**src/rtl/decap_packet.sv**
```systemverilog
// decap_packet: strips Aurora headers and reassembles 19 payload slices into one DFX word,
// dropping words for other routers and rejecting out-of-order frames.
module decap_packet #(
    parameter int DATA_WIDTH = 1024,
    parameter int ADDR_WIDTH = 10,
    parameter int DATA_DFX_WIDTH = DATA_WIDTH + ADDR_WIDTH,
    parameter int RECOGNIZE_ROUTER_WIDTH = 2,
    parameter int NUMBER_PACKET = 19,
    parameter int TTL_WIDTH = 2,
    parameter int HEADER_WIDTH = RECOGNIZE_ROUTER_WIDTH + $clog2(NUMBER_PACKET) + TTL_WIDTH,
    parameter int AURORA_DATA_WIDTH = 64,
    parameter int PAYLOAD_WIDTH = AURORA_DATA_WIDTH - HEADER_WIDTH,
    parameter logic [RECOGNIZE_ROUTER_WIDTH-1:0] ROUTER_ID = '0
) (
    input  logic                         clk,
    input  logic                         rst,
    input  logic [AURORA_DATA_WIDTH-1:0] data_recv,
    input  logic                         data_recv_valid,
    output logic [DATA_DFX_WIDTH-1:0]    data_dfx_recv,
    output logic [HEADER_WIDTH-1:0]      header_pkt_recv,
    output logic                         decap_valid,
    output logic                         frame_error,
    output logic                         busy
);
    localparam int SEQ_W = $clog2(NUMBER_PACKET);
    localparam int LAST = NUMBER_PACKET - 1;
    localparam int BUF_W = LAST * PAYLOAD_WIDTH;
    localparam int TAIL_W = DATA_DFX_WIDTH - BUF_W;

    typedef enum logic {IDLE, COLLECT} state_t;

    state_t                    state;
    logic [SEQ_W-1:0]          exp_idx;
    logic [BUF_W-1:0]          buffer;
    logic [HEADER_WIDTH-1:0]   saved_header;
    logic [HEADER_WIDTH-1:0]   header;
    logic [PAYLOAD_WIDTH-1:0]  payload;
    logic [SEQ_W-1:0]          seq;
    logic                      accept, in_order, start, store;

    assign header   = data_recv[HEADER_WIDTH-1:0];
    assign payload  = data_recv[AURORA_DATA_WIDTH-1:HEADER_WIDTH];
    assign seq      = header[RECOGNIZE_ROUTER_WIDTH +: SEQ_W];
    assign accept   = data_recv_valid && header[RECOGNIZE_ROUTER_WIDTH-1:0] == ROUTER_ID;
    assign in_order = accept && state == COLLECT && seq == exp_idx;
    // seq 0 always (re)starts a frame, even when it aborts a partial one
    assign start    = accept && !in_order && seq == '0;
    assign store    = (in_order && exp_idx != SEQ_W'(LAST)) || start;
    assign busy     = state == COLLECT;

    always_ff @(posedge clk or posedge rst) begin
        if (rst) begin
            state           <= IDLE;
            exp_idx         <= '0;
            buffer          <= '0;
            saved_header    <= '0;
            data_dfx_recv   <= '0;
            header_pkt_recv <= '0;
            decap_valid     <= 1'b0;
            frame_error     <= 1'b0;
        end else begin
            decap_valid <= 1'b0;
            frame_error <= accept && !in_order && (state == COLLECT || seq != '0);
            if (in_order && exp_idx == SEQ_W'(LAST)) begin
                data_dfx_recv   <= {payload[TAIL_W-1:0], buffer};
                header_pkt_recv <= saved_header;
                decap_valid     <= 1'b1;
                exp_idx         <= '0;
                state           <= IDLE;
            end else if (in_order) begin
                exp_idx <= exp_idx + 1'b1;
            end else if (start) begin
                saved_header <= header;
                exp_idx      <= SEQ_W'(1);
                state        <= COLLECT;
            end else if (accept) begin
                exp_idx <= '0;
                state   <= IDLE;
            end
            for (int i = 0; i < LAST; i++)
                if (store && seq == SEQ_W'(i))
                    buffer[i*PAYLOAD_WIDTH +: PAYLOAD_WIDTH] <= payload;
        end
    end
endmodule

```
**config.mk**
```make
export PLATFORM = sky130hd
export DESIGN_NAME = decap_packet
export DESIGN_NICKNAME = d
export VERILOG_FILES = /design/src/rtl/decap_packet.sv
export SDC_FILE = /design/constraint.sdc
export NUM_CORES = 2
export LEC_CHECK = 0
export ABC_AREA = 1
export CAP_MARGIN = 20
export CORE_ASPECT_RATIO = 0.8
export CORE_MARGIN = 5
export CORE_UTILIZATION = 37
export DETAILED_ROUTE_END_ITERATION = 10
export GPL_TIMING_DRIVEN = 0
export PLACE_DENSITY = 0.57
export SYNTH_ARGS = -nofsm -noshare
export SYNTH_HDL_FRONTEND = slang
export SYNTH_SLANG_ARGS = --single-unit
```
**constraint.sdc**
```tcl
create_clock -name clk -period 97.8 [get_ports clk]
set_input_delay 29.34 -clock clk [delete_from_list [all_inputs] [get_ports clk]]
set_output_delay 29.34 -clock clk [all_outputs]
set_load 0.03 [all_outputs]
```
* After elaboration in Yosys (flattened, before gate mapping) *
Cells that the tools add are included.
W data, S select, Z words.

storage, ports and cells
  bits in registers = 2,050
  input bits = 67
  output and inout port bits = 1,046
  logic and storage cells = 94

cells by class
  add/subtract/negate cells = 1
  eq/ne operators = 21
  multiplexer cells = 9
  bitwise gates (word level) = 2
  reductions and logical operators = 36

operators by type and width
  kind                   count
  $eq A5 B4 Y1 const B   8
  $logic_and A1 B1 Y1    26
  $eq A5 B3 Y1 const B   4
  $mux W5                4
  $eq A5 B5 Y1 const B   3
  $eq A5 B2 Y1 const B   2
  $add A5 B1 Y5 const B  1
  $eq A5 B1 Y1 const B   1
  $eq A5 B5 Y1           1
  $logic_not A5 Y1       1
  $mux W1                5
  $ne A5 B5 Y1 const B   1
  $reduce_bool A5 Y1     1
  $reduce_bool A4 Y1     1
  $reduce_and A3 Y1      1
  $reduce_bool A3 Y1     1
  $logic_not A2 Y1       1
  $logic_or A1 B1 Y1     2
  $ne A2 B1 Y1 const B   1
  $not A1 Y1             2
  $reduce_and A2 Y1      1
  $logic_not A1 Y1       1

* Longest topological paths before layout *
  depth after elaboration = 10
  gate-level depth with buffers = 14
  depth with buffers taken out = 12

* Worst setup path before layout *
Ideal clock, no wire load.

  path kind = input to register
  from = input data_recv[1]
  to = register buffer[385]
  setup time = 0.117 ns
  arrival = 30.722 ns
  required time = 97.683 ns
  slack = 66.961 ns
  cell stages on the path = 10
  buffers on the path = 2
  path through = nor3_2 -> nand3_1 -> nor2_2 -> nand2_1 -> nand2_2 -> buf_4 -> nand2_2 -> buf_2 -> nand2_1 -> nand2_1

on the way
  longest elaborated chain between the ends = 9
  elaborated cells on any way between the ends = 10
  those cells by class = 10 x reduce/logical

ends and longest elaborated chain
  what                               line  source
  start: declaration                 17    input logic [AURORA_DATA_WIDTH-1:0] data_recv,
  $logic_not A2 Y1 (*)               44    assign accept = data_recv_valid && header[RECOGNIZE_ROUTER_WIDTH-1:0] == ROUTER_ID;
  $logic_and A1 B1 Y1 (*)            44
  $logic_and A1 B1 Y1 (2 in series)  45    assign in_order = accept && state == COLLECT && seq == exp_idx;
  $logic_not A1 Y1                   47    assign start = accept && !in_order && seq == '0;
  $logic_and A1 B1 Y1 (2 in series)  47
  $logic_or A1 B1 Y1 (*)             48    assign store = (in_order && exp_idx != SEQ_W'(LAST)) || start;
  $logic_and A1 B1 Y1 (*)            81    if (store && seq == SEQ_W'(i))
  end signal: indexed assignment     82    buffer[i*PAYLOAD_WIDTH +: PAYLOAD_WIDTH] <= payload;
  end: declaration                   34    logic [BUF_W-1:0] buffer;

Mark *: on every way between the ends. The rest lies on a longest branch, timed or not.
A chain may end at the register's enable or synchronous reset.

* Worst setup path after layout *
  from = input data_recv[0]
  to = register data_dfx_recv[283]

on the way
  longest elaborated chain between the ends = 5

ends and longest elaborated chain
  what                               line  source
  $logic_not A2 Y1                   44
  $logic_and A1 B1 Y1                44
  $logic_and A1 B1 Y1 (2 in series)  45
  $logic_and A1 B1 Y1                64    if (in_order && exp_idx == SEQ_W'(LAST)) begin
  end signal: assignment             65    data_dfx_recv <= {payload[TAIL_W-1:0], buffer};
  end: declaration                   19    output logic [DATA_DFX_WIDTH-1:0] data_dfx_recv,

No other way between the ends.

==> results.sh <==
export IMPL_fillerInstances=20396
export IMPL_yosys_area_top_type="dfrtp_1"
export IMPL_synthTopCellsByCount="nand2_1, dfrtp_1, nand3_1"
export IMPL_post_route_period_util_pct=33.1
export IMPL_area_growth_pct=28.8
export IMPL_yosys_top_cells_area="dfrtp_1, nand2_1, nand3_1"
export IMPL_multi_input_area_um2=24300
export IMPL_worstSetupPathType="primary input to flip-flop"
export IMPL_die_y_um=423
export IMPL_finalMaxSlewViolations=0
export IMPL_netlist_area_um2=78900
export IMPL_clock_latency_ns=0.87
export IMPL_status="finished, final reports clean"
export IMPL_ys_ff_latch=2050
export IMPL_regToRegSetupSlack_ns=94.46
export IMPL_grt_use_total_pct=30.6
export IMPL_fmax_ghz=0.0309
export IMPL_cp_required_ns=98.60
export IMPL_drc_errors=0
export IMPL_post_cts_buffers=0
export IMPL_swShare_pct=23.2
export IMPL_worstHoldPathCells=2
export IMPL_final_setup_viol_count=0
export IMPL_synth_most_common_cell="nand2_1"
export IMPL_drt_pass1_iter_count=6
export IMPL_p_switching_mw=0.403
export IMPL_clockBufferDepth=3
export IMPL_yosysTopAreaCellShare_pct=65.0
export IMPL_fin_area_um2=102000
export IMPL_peakVddDrop_v=0.0000178
export IMPL_start_util_pct=37.2
export IMPL_r2r_end="data_dfx_recv[283]"
export IMPL_drive_gt1_share_pct=7.74
export IMPL_min_path_type="flip-flop to flip-flop"
export IMPL_tightest_slew_ns=1.30
export IMPL_cts_htree_levels=4
export IMPL_antenna_found_initial=26
export IMPL_clkPwrFrac_pct=48.0
export IMPL_dieArea_um2=223000
export IMPL_yosysWarnings=0
export IMPL_fin_total_pwr_mw=1.74
export IMPL_cts_inserted_buffers=207
export IMPL_syn_inst=8887
export IMPL_async_flop_share_pct=100
export IMPL_path_max_fanout=10
export IMPL_intPower_mw=1.34
export IMPL_io_buffers=1057
export IMPL_synth_edf_count=0
export IMPL_antenna_left=0
export IMPL_die_x_um=526
export IMPL_cts_num_sinks=2050
export IMPL_hold_end="data_dfx_recv[383]"
export IMPL_grt_pass1_wl_mm=489
export IMPL_cts_resized=0
export IMPL_syn_nets=8956
export IMPL_r2r_cells=11
export IMPL_ys_types=21
export IMPL_maxCapViolCount=0
export IMPL_synthFlopType="dfrtp_1"
export IMPL_grt_setup_unrepaired="no"
export IMPL_place_hpwl_mm=264
export IMPL_fin_setup_tns_ns=0
export IMPL_place_congestion=0.916
export IMPL_p_per_area_nw_per_um2=17.1
export IMPL_cts_clk_slew_worst_paths_ns=0.07
export IMPL_ys_seq_area_share_pct=65.0
export IMPL_whs_ns=0.431
export IMPL_place_area_um2=94400
export IMPL_dr_first_iter_drc_count=7399
export IMPL_grt_max_degree=132
export IMPL_skew_ns=0.0510
export IMPL_num_vias=68165
export IMPL_regArea_um2=51300
export IMPL_wl_mm=348
export IMPL_leakagePower_nw=55.0
export IMPL_min_from="buffer[383]"
export IMPL_cp_end_kind="flip-flop"
export IMPL_r2r_start="exp_idx[0]"
export IMPL_sequentialPowerShare_pct=49.0
export IMPL_grt_overflow=0
export IMPL_combPwrFrac_pct=3.0
export IMPL_layout_min_cycle_time_ns=32.36
export IMPL_cts_tree="done"
export IMPL_worst_ep_arrival_time_ns=33.16
export IMPL_wl_per_cell_um=26.3
export IMPL_vias_per_cell=5.15
export IMPL_cp_start_kind="primary input"
export IMPL_fp_coreArea_um2=212000
export IMPL_io_pin_count=1113
export IMPL_grt_pass1_vias=65111
export IMPL_holdBufCountCts=0
export IMPL_layout_nets=10303
export IMPL_postSynthAreaPerCell_um2=8.88
export IMPL_cts_root_buf="clkbuf_16"
export IMPL_hold_violations=0
export IMPL_relSlewSlack_pct=13.3
export IMPL_rows=151
layout make-up:
class                           count  share of cell area, %
Tap cell                         2830                   3.48
Clock buffer                      316                   6.10
Clock inverter                     65                  0.907
Multi-Input combinational cell   6104                   23.9
Sequential cell                  2050                   50.5
Antenna cell                       11                 0.0271
Inverter                           87                  0.329
Buffer                            646                   2.94
Timing Repair Buffer             1138                   11.8
routing by layer:
metal | vias up | global-route usage, % | wire length, um
met4 | 8 | 15.5 | 22000
met5 | - | 0 | 59
li1 | 30214 | - | -
met1 | 34430 | 41.2 | 144000
met3 | 647 | 7.78 | 30200
met2 | 2866 | 45.9 | 151000
placed cells by master, fill, tap and decap left out, types with 6 or more instances in the layout:
master	n
clkbuf_16	210
nor3_1	6
o21ai_0	104
diode_2	11
clkbuf_2	16
nor2_1	21
buf_1	46
clkbuf_1	280
buf_4	27
inv_1	84
nand2_2	18
bufinv_16	15
nand3_1	943
clkinv_16	8
nand2_1	5000
dfrtp_1	2050
buf_16	20
clkinv_2	36
clkdlybuf4s50_1	1057
buf_2	323
clkbuf_8	55
buf_8	56
buf_6	10
worst max-delay path: stages:
cell and delay (ns):
clkdlybuf4s50_1 0.46, nor3_2 0.63, nand3_1 0.22, nor2_2 0.25, nand2_1 0.20, inv_2 0.22
buf_4 0.31, buf_2 0.49, buf_2 0.45, nand2_1 0.37, nand2_1 0.13
flip-flops by register name (all words and copies together), names as in the netlist:
register,flops
frame_error,1
data_dfx_recv,1034
busy,1
decap_valid,1
header_pkt_recv,9
saved_header,9
buffer,990
exp_idx,5
worst max path at each step:
stage	start	end	slack, ns	cells after the start
after global placement	rst	data_dfx_recv[563]	-12.15	2
after floorplan	rst	buffer[0]	10.55	1
after detailed placement	data_recv[0]	data_dfx_recv[283]	64.64	11
after global routing	rst	data_dfx_recv[402]	65.24	7
final	data_recv[0]	data_dfx_recv[283]	65.44	11
after CTS	data_recv[0]	data_dfx_recv[33]	65.54	11
power by group through the flow:
stage | clock network (mW) | registers (mW) | logic (mW)
2_1_floorplan | 0 | 0.870 | 0.0224
3_3_place_gp | 0 | 0.872 | 0.0461
3_5_place_dp | 0 | 0.867 | 0.0530
4_1_cts | 0.844 | 0.852 | 0.0531
5_1_grt | 0.880 | 0.851 | 0.0568
6_report | 0.835 | 0.852 | 0.0527
cell families (layout without fill, tap and decap cells):
kind of cell / count (synthesis) / after routing / synth area share, %
xor+xnor: 3 / 3 / 0.0333
compound gates: 107 / 107 / 0.682
other cells: 0 / 11 / 0
flops: 2050 / 2050 / 65.0
fa+ha+maj: 2 / 2 / 0.0317
buf+inv: 733 / 2252 / 4.17
simple gates: 5992 / 5992 / 30.1
per-stage QoR:
| step | cells | worst slack, ns | util, % |
|---|---|---|---|
| 2_1_floorplan | 8887 | 10.55 | - |
| 3_3_place_gp | 12774 | -12.15 | 43.9 |
| 3_5_place_dp | 12847 | 64.64 | 44.5 |
| 4_1_cts | 13228 | 65.54 | 47.9 |
| 5_1_grt | 13238 | 65.24 | 48.0 |
| 6_report | 13247 | 65.44 | 48.0 |
(Power assumes the default switching activity.)
